<file path="src/rtl/key_conditioner.sv">
// key_conditioner: per-key 2-flop synchroniser, counter debounce, press/release/long-press pulses.
// Define KEY_REPEAT_EN to re-pulse key_press every REPEAT_CYCLES while a key stays held past long-press.
module key_conditioner #(
  parameter int unsigned N_KEYS        = 4,
  parameter int unsigned DEB_CYCLES    = 2000000,
  parameter int unsigned LONG_CYCLES   = 100000000,
  parameter int unsigned REPEAT_CYCLES = 20000000,
  parameter int unsigned CNT_W         = 27
) (
  input  logic              clk,
  input  logic              rst_n,
  input  logic [N_KEYS-1:0] key_in,
  output logic [N_KEYS-1:0] key_level,
  output logic [N_KEYS-1:0] key_press,
  output logic [N_KEYS-1:0] key_release,
  output logic [N_KEYS-1:0] key_long,
  output logic [N_KEYS-1:0] key_held_long
);

  typedef enum logic [1:0] {
    IDLE,
    PRESSED,
    LONG
  } key_state_t;

  localparam logic [63:0]      CNT_LIMIT = 64'd1 << CNT_W;
  localparam logic [CNT_W-1:0] DEB_LAST  = CNT_W'(DEB_CYCLES - 1);
  localparam logic [CNT_W-1:0] LONG_LAST = CNT_W'(LONG_CYCLES - 1);
  localparam logic [CNT_W-1:0] CNT_MAX   = '1;
`ifdef KEY_REPEAT_EN
  localparam logic [CNT_W-1:0] REP_LAST  = CNT_W'(REPEAT_CYCLES - 1);
`endif

  if (N_KEYS < 1 || N_KEYS > 8 || DEB_CYCLES < 2 || LONG_CYCLES <= DEB_CYCLES ||
      64'(LONG_CYCLES) >= CNT_LIMIT || 64'(REPEAT_CYCLES) >= CNT_LIMIT) begin : g_bad_params
    $error("key_conditioner: illegal parameter combination");
  end

  logic [N_KEYS-1:0] sync_meta;
  logic [N_KEYS-1:0] sync;

  always_ff @(posedge clk) begin
    if (!rst_n) begin
      sync_meta <= '0;
      sync      <= '0;
    end else begin
      sync_meta <= key_in;
      sync      <= sync_meta;
    end
  end

  for (genvar k = 0; k < N_KEYS; k++) begin : g_key
    key_state_t       state;
    key_state_t       state_d;
    logic [CNT_W-1:0] deb_cnt;
    logic [CNT_W-1:0] hold_cnt;
    logic [CNT_W-1:0] hold_d;
    logic [CNT_W-1:0] hold_inc;
    logic             level;
    logic             differ;
    logic             accept;
    logic             acc_press;
    logic             acc_release;
    logic             press_d;
    logic             release_d;
    logic             long_d;
    logic             press_q;
    logic             release_q;
    logic             long_q;
`ifdef KEY_REPEAT_EN
    logic [CNT_W-1:0] rep_cnt;
    logic [CNT_W-1:0] rep_d;
`endif

    // accept is the edge on which level toggles; the FSM consumes it directly so
    // the pulse lands in the same cycle as the new level.
    assign differ      = sync[k] ^ level;
    assign accept      = differ && (deb_cnt == DEB_LAST);
    assign acc_press   = accept & ~level;
    assign acc_release = accept & level;
    assign hold_inc    = (hold_cnt == CNT_MAX) ? hold_cnt : hold_cnt + CNT_W'(1);

    always_ff @(posedge clk) begin
      if (!rst_n) begin
        deb_cnt <= '0;
        level   <= 1'b0;
      end else if (!differ) begin
        deb_cnt <= '0;
      end else if (accept) begin
        deb_cnt <= '0;
        level   <= ~level;
      end else begin
        deb_cnt <= deb_cnt + CNT_W'(1);
      end
    end

    always_comb begin
      state_d   = state;
      hold_d    = hold_cnt;
      press_d   = 1'b0;
      release_d = 1'b0;
      long_d    = 1'b0;
`ifdef KEY_REPEAT_EN
      rep_d     = rep_cnt;
`endif
      case (state)
        IDLE: begin
          if (acc_press) begin
            state_d = PRESSED;
            press_d = 1'b1;
            hold_d  = '0;
          end
        end
        PRESSED: begin
          if (acc_release) begin
            state_d   = IDLE;
            release_d = 1'b1;
            hold_d    = '0;
          end else begin
            hold_d = hold_inc;
            if (hold_cnt == LONG_LAST) begin
              state_d = LONG;
              long_d  = 1'b1;
`ifdef KEY_REPEAT_EN
              rep_d   = '0;
`endif
            end
          end
        end
        LONG: begin
          if (acc_release) begin
            state_d   = IDLE;
            release_d = 1'b1;
            hold_d    = '0;
`ifdef KEY_REPEAT_EN
            rep_d     = '0;
`endif
          end else begin
            hold_d = hold_inc;
`ifdef KEY_REPEAT_EN
            if (rep_cnt == REP_LAST) begin
              press_d = 1'b1;
              rep_d   = '0;
            end else begin
              rep_d = rep_cnt + CNT_W'(1);
            end
`endif
          end
        end
        default: begin
          state_d = IDLE;
          hold_d  = '0;
        end
      endcase
    end

    always_ff @(posedge clk) begin
      if (!rst_n) begin
        state     <= IDLE;
        hold_cnt  <= '0;
        press_q   <= 1'b0;
        release_q <= 1'b0;
        long_q    <= 1'b0;
`ifdef KEY_REPEAT_EN
        rep_cnt   <= '0;
`endif
      end else begin
        state     <= state_d;
        hold_cnt  <= hold_d;
        press_q   <= press_d;
        release_q <= release_d;
        long_q    <= long_d;
`ifdef KEY_REPEAT_EN
        rep_cnt   <= rep_d;
`endif
      end
    end

    assign key_level[k]     = level;
    assign key_press[k]     = press_q;
    assign key_release[k]   = release_q;
    assign key_long[k]      = long_q;
    assign key_held_long[k] = (state == LONG);
  end

endmodule

</file>
<file path="config.mk">
export PLATFORM = sky130hd
export DESIGN_NAME = key_conditioner
export DESIGN_NICKNAME = d
export VERILOG_FILES = /design/src/rtl/key_conditioner.sv
export SDC_FILE = /design/constraint.sdc
export NUM_CORES = 1
export LEC_CHECK = 0
export ABC_AREA = 1
export CORE_MARGIN = 3
export CORE_UTILIZATION = 59
export CTS_BUF_LIST = sky130_fd_sc_hd__clkbuf_8
export CTS_CLUSTER_DIAMETER = 60
export DETAILED_ROUTE_END_ITERATION = 12
export GPL_TIMING_DRIVEN = 0
export MAX_ROUTING_LAYER = met4
export PLACE_DENSITY_LB_ADDON = 0.1
export SLEW_MARGIN = 40
export SYNTH_ARGS = -nofsm -noshare
export SYNTH_HDL_FRONTEND = slang
export SYNTH_SLANG_ARGS = --single-unit
</file>
<file path="constraint.sdc">
create_clock -name clk -period 1.8 [get_ports clk]
set_input_delay 0.54 -clock clk [delete_from_list [all_inputs] [get_ports clk]]
set_output_delay 0.54 -clock clk [all_outputs]
set_load 0.01 [all_outputs]
</file>
==> flow_summary_export.csv, run 1 <==
group,metric,value,unit
logic_synthesis,ys.flop_type,"dfxtp_1",
finish,synthToLayoutAreaGrowth,34.2,%
pwr,p_int,8730,µW
worst_setup_path,worstSetupEndpointType,"flip-flop",
grt,overflow,0,
place,placed_cells,2914,
grt,top_usage_layer,"met2",
clock_tree,clkTransAtPathRegs,60,ps
pwr,peakVddDrop,1190,µV
floorplan,fp-row-count,58,
grt,grtUsageMet1,0.405,
grt,grt_pass1_wl,74500,µm
logic_synthesis,syn_nets,2586,
worst_setup_path,startpoint,"g_key[1].deb_cnt[0]$_SDFF_PP0_",
clock_tree,cts_buffer_depth,3,
floorplan,core,0.0253,mm²
worst_setup_path,arrival,2460,ps
place,place.gp.congestion,0.970,
sta,finalSetupViolCount,109,
run,cap_violations,0,
worst_setup_path,crit_family,"simple AND/OR/NAND/NOR gates",
logic_synthesis,syn_area_per_cell,5.98,µm²
sta,setup_ws,-168,ps
finish,num_antenna_cells,0,
pwr,clkPwrFrac,0.497,
pwr,p_seq_frac,0.481,
place,io_buffers,24,
worst_setup_path,required,2290,ps
floorplan,initial_core_util,0.604,
logic_synthesis,synth_edf_count,0,
routing,route.detailed.drc,0,
worst_setup_path,slowest_stage,"dfxtp_4",
routing,drtIter0Drc,2224,
sta,timing.fmax,508,MHz
sta,worst_pin_slew,943,ps
worst_setup_path,crit_end,"g_key[1].hold_cnt[9]$_SDFFE_PN0P_",
worst_setup_path,rrSetupSlack,-170,ps
sta,slew_headroom,0.372,
logic_synthesis,synth_cells,2560,
sta,period_minus_slack,1970,ps
pwr,power.share.switching,0.235,
worst_setup_path,cp.depth,13,
routing,first_pass_iters,7,
logic_synthesis,syn_area,0.0153,mm²
worst_setup_path,crit_type,"flip-flop to flip-flop",
min_path,hold_path_class,"flip-flop to flip-flop",
grt,grt_pass1_vias,15800,
worst_setup_path,r2r_end,"g_key[1].hold_cnt[9]$_SDFFE_PN0P_",
finish,fillers,1747,
logic_synthesis,synth_warnings,0,
logic_synthesis,async_reset_ff_frac,0,
grt,grtUsageTotal,0.323,
floorplan,die_w,167,µm
status,status,"finished with violations",
clock_tree,clk_latency,570,ps
worst_setup_path,path_buf_inv,4,
clock_tree,cts_hold_buf,0,
sta,hold_viol_final,0,
logic_synthesis,ys_seq_elements,248,
worst_setup_path,worstPathMaxFanout,5,
status,violations,"setup timing",
min_path,min-delay-start,"sync_meta[3]$_SDFF_PN0_",
worst_setup_path,r2r_start,"g_key[1].deb_cnt[0]$_SDFF_PP0_",
sta,rsz0062_at_grt,"yes",
finish,fin_nets,2779,
finish,drive_above_1_share,0.266,
worst_setup_path,ff2ff_path_depth,13,
clock_tree,cts_tree,"built",
finish,fin_cells,3117,
floorplan,die_area,0.0279,mm²
worst_setup_path,path_cells,"ha_4 > nand3_4 > inv_2 > nand2_2 > nor2_4 > nand3_4 > nand3_4 > buf_12 > clkbuf_16 > nand3_2 > nand2_2 > inv_2 > nor2_1",
logic_synthesis,synthDistinctLibCells,41,
routing,wl_per_cell,16.0,µm
worst_setup_path,crit_top_cell,"nand3_4",
routing,vias,17400,
clock_tree,cts_made_buffers,46,
place,pre_cts_slack,-791,ps
worst_setup_path,max_stage_delay,370,ps
grt,grt_max_degree,12,
floorplan,io_pins,26,
place,dp_hpwl,29900,µm
worst_setup_path,cp-start-kind,"flip-flop",
finish,multi_input_area,0.0102,mm²
finish,final-seq-area,0.00510,mm²
pwr,netSwitchingPower,2680,µW
clock_tree,h-tree-depth,2,
clock_tree,clock_sinks,248,
sta,fin_worst_skew,24.2,ps
pwr,p_leak,0.00804,µW
pwr,combPwrFrac,0.022,
routing,routed_wl,49900,µm
routing,antenna_left,0,
logic_synthesis,synth-seq-area-share,0.324,
routing,via_per_inst,5.58,
floorplan,die_y,167,µm
grt,grtUsageMet3,0.0555,
grt,antenna_found_initial,0,
sta,slew_viol_final,0,
pwr,power_density,555,mW/mm²
sta,fin_crit_sh,1.09,
grt,grt_util_met2,0.519,
clock_tree,cts_root_buffer,"clkbuf_8",
logic make-up after synthesis:
kind of cell | after synthesis | share of synthesized area
simple gates | 1648 | 0.462
buf+inv | 464 | 0.125
flops | 248 | 0.324
compound gates | 144 | 0.0512
xor+xnor | 36 | 0.0206
fa+ha+maj | 20 | 0.0163
Yosys cell counts (all sizes together) (7+ instances only):
| master | number | area share |
|---|---|---|
| nand2 | 693 | 0.17 |
| or2 | 13 | 0.0053 |
| inv | 378 | 0.093 |
| nor3 | 86 | 0.029 |
| o211ai | 7 | 0.0034 |
| nor2 | 494 | 0.12 |
| nor4 | 15 | 0.0061 |
| ha | 20 | 0.016 |
| nand4 | 51 | 0.021 |
| xnor2 | 11 | 0.0063 |
| o21bai | 8 | 0.0039 |
| nand3 | 267 | 0.091 |
| buf | 63 | 0.026 |
| xor2 | 25 | 0.014 |
| nor3b | 17 | 0.0083 |
| o21ai | 45 | 0.015 |
| a21oi | 77 | 0.026 |
| clkbuf | 23 | 0.0056 |
| dfxtp | 248 | 0.32 |
worst min-delay path by stage:
stage	end	slack, ps	cells after the start
floorplan	sync[0]$_SDFF_PN0_	390	2
global placement	sync[3]$_SDFF_PN0_	400	2
detailed placement	sync[3]$_SDFF_PN0_	400	2
CTS	sync[3]$_SDFF_PN0_	420	2
global route	sync[3]$_SDFF_PN0_	430	2
finish	sync[3]$_SDFF_PN0_	410	2
per-layer routing:
metal / wire (µm) / part of all wire / vias up
li1: - / - / 8411
met1: 20200 / 0.40 / 7872
met4: 2390 / 0.048 / 0
met3: 4370 / 0.087 / 242
met2: 23000 / 0.46 / 872
met5: 0 / 0 / -
layout by cell type (no fill, tap or decap), drive strengths merged:
master         Yosys  routed
o21ai             45      45
inv              378     388
a211oi             3       3
o21a               3       3
and3               4       4
and3b              1       1
clkinvlp           0       3
nand3b             5       5
buf               63     181
clkdlybuf4s15      0      10
clkinv             0      12
nand3            267     267
nor3              86      86
xnor2             11      11
ha                20      20
or2               13      13
o31ai              1       1
bufinv             0       2
a21oi             77      77
o21bai             8       8
clkbuf            23      91
nor4              15      15
nand4             51      51
dfxtp            248     248
nand2            693     693
nor3b             17      17
and2               2       2
o211ai             7       7
nor2             494     494
xor2              25      25
clkdlybuf4s50      0       4
flip-flops by register name (all words and copies together), names as in the netlist:
name	flops
g_key.level	4
sync	4
g_key.release_q	4
g_key.state	8
g_key.deb_cnt	108
sync_meta	4
g_key.hold_cnt	108
g_key.long_q	4
g_key.press_q	4
through the flow:
stage / setup TNS, ps / power (µW) / hold slack (ps) / utilization / area (µm²)
after floorplan: 0 / 5750 / 390 / - / 15300
after global placement: -97100 / 5830 / 401 / 0.630 / 16000
after detailed placement: -93320 / 5840 / 403 / 0.630 / 16000
after CTS: -1590 / 11500 / 417 / 0.723 / 18300
after global routing: -16310 / 11800 / 432 / 0.811 / 20500
final: -8240 / 11400 / 413 / 0.811 / 20500
worst reg2reg max path, cell delays in order (launching register included):
cell and delay [ps]:
dfxtp_4 370, ha_4 150, nand3_4 100, inv_2 80
nand2_2 60, nor2_4 180, nand3_4 170, nand3_4 180
buf_12 140, clkbuf_16 140, nand3_2 60, nand2_2 100
inv_2 40, nor2_1 120
power by group through the flow:
stage | combinational, µW | sequential (µW) | clock [µW]
after floorplan | 124 | 5630 | 0
after global placement | 208 | 5630 | 0
after detailed placement | 210 | 5630 | 0
after CTS | 222 | 5500 | 5740
after global routing | 274 | 5480 | 6000
final | 256 | 5480 | 5670
timing repair:
action                     CTS  global route
gates cloned                 7            14
buffers inserted            49            59
setup endpoints to repair  246           227
resized for setup          320           484
pin swaps                   57           137
cell type report:
type | instances | area share
multi-input cells | 1848 | 0.496
flip-flops and latches | 248 | 0.248
repair buffers | 146 | 0.0764
inverters | 378 | 0.0717
plain buffers | 82 | 0.0390
clock buffers | 58 | 0.0389
well taps | 330 | 0.0201
clock inverters | 24 | 0.00774
repair inverters | 3 | 0.00183
(Power assumes the default switching activity.)
==> run 2: changes to the inputs <==
ABC_CLOCK_PERIOD_IN_PS = 1800   (was default)
RECOVER_POWER = 25   (was default)
==> results of run 2 <==
The final DEF is identical to that of run 1; final timing and power are the same.
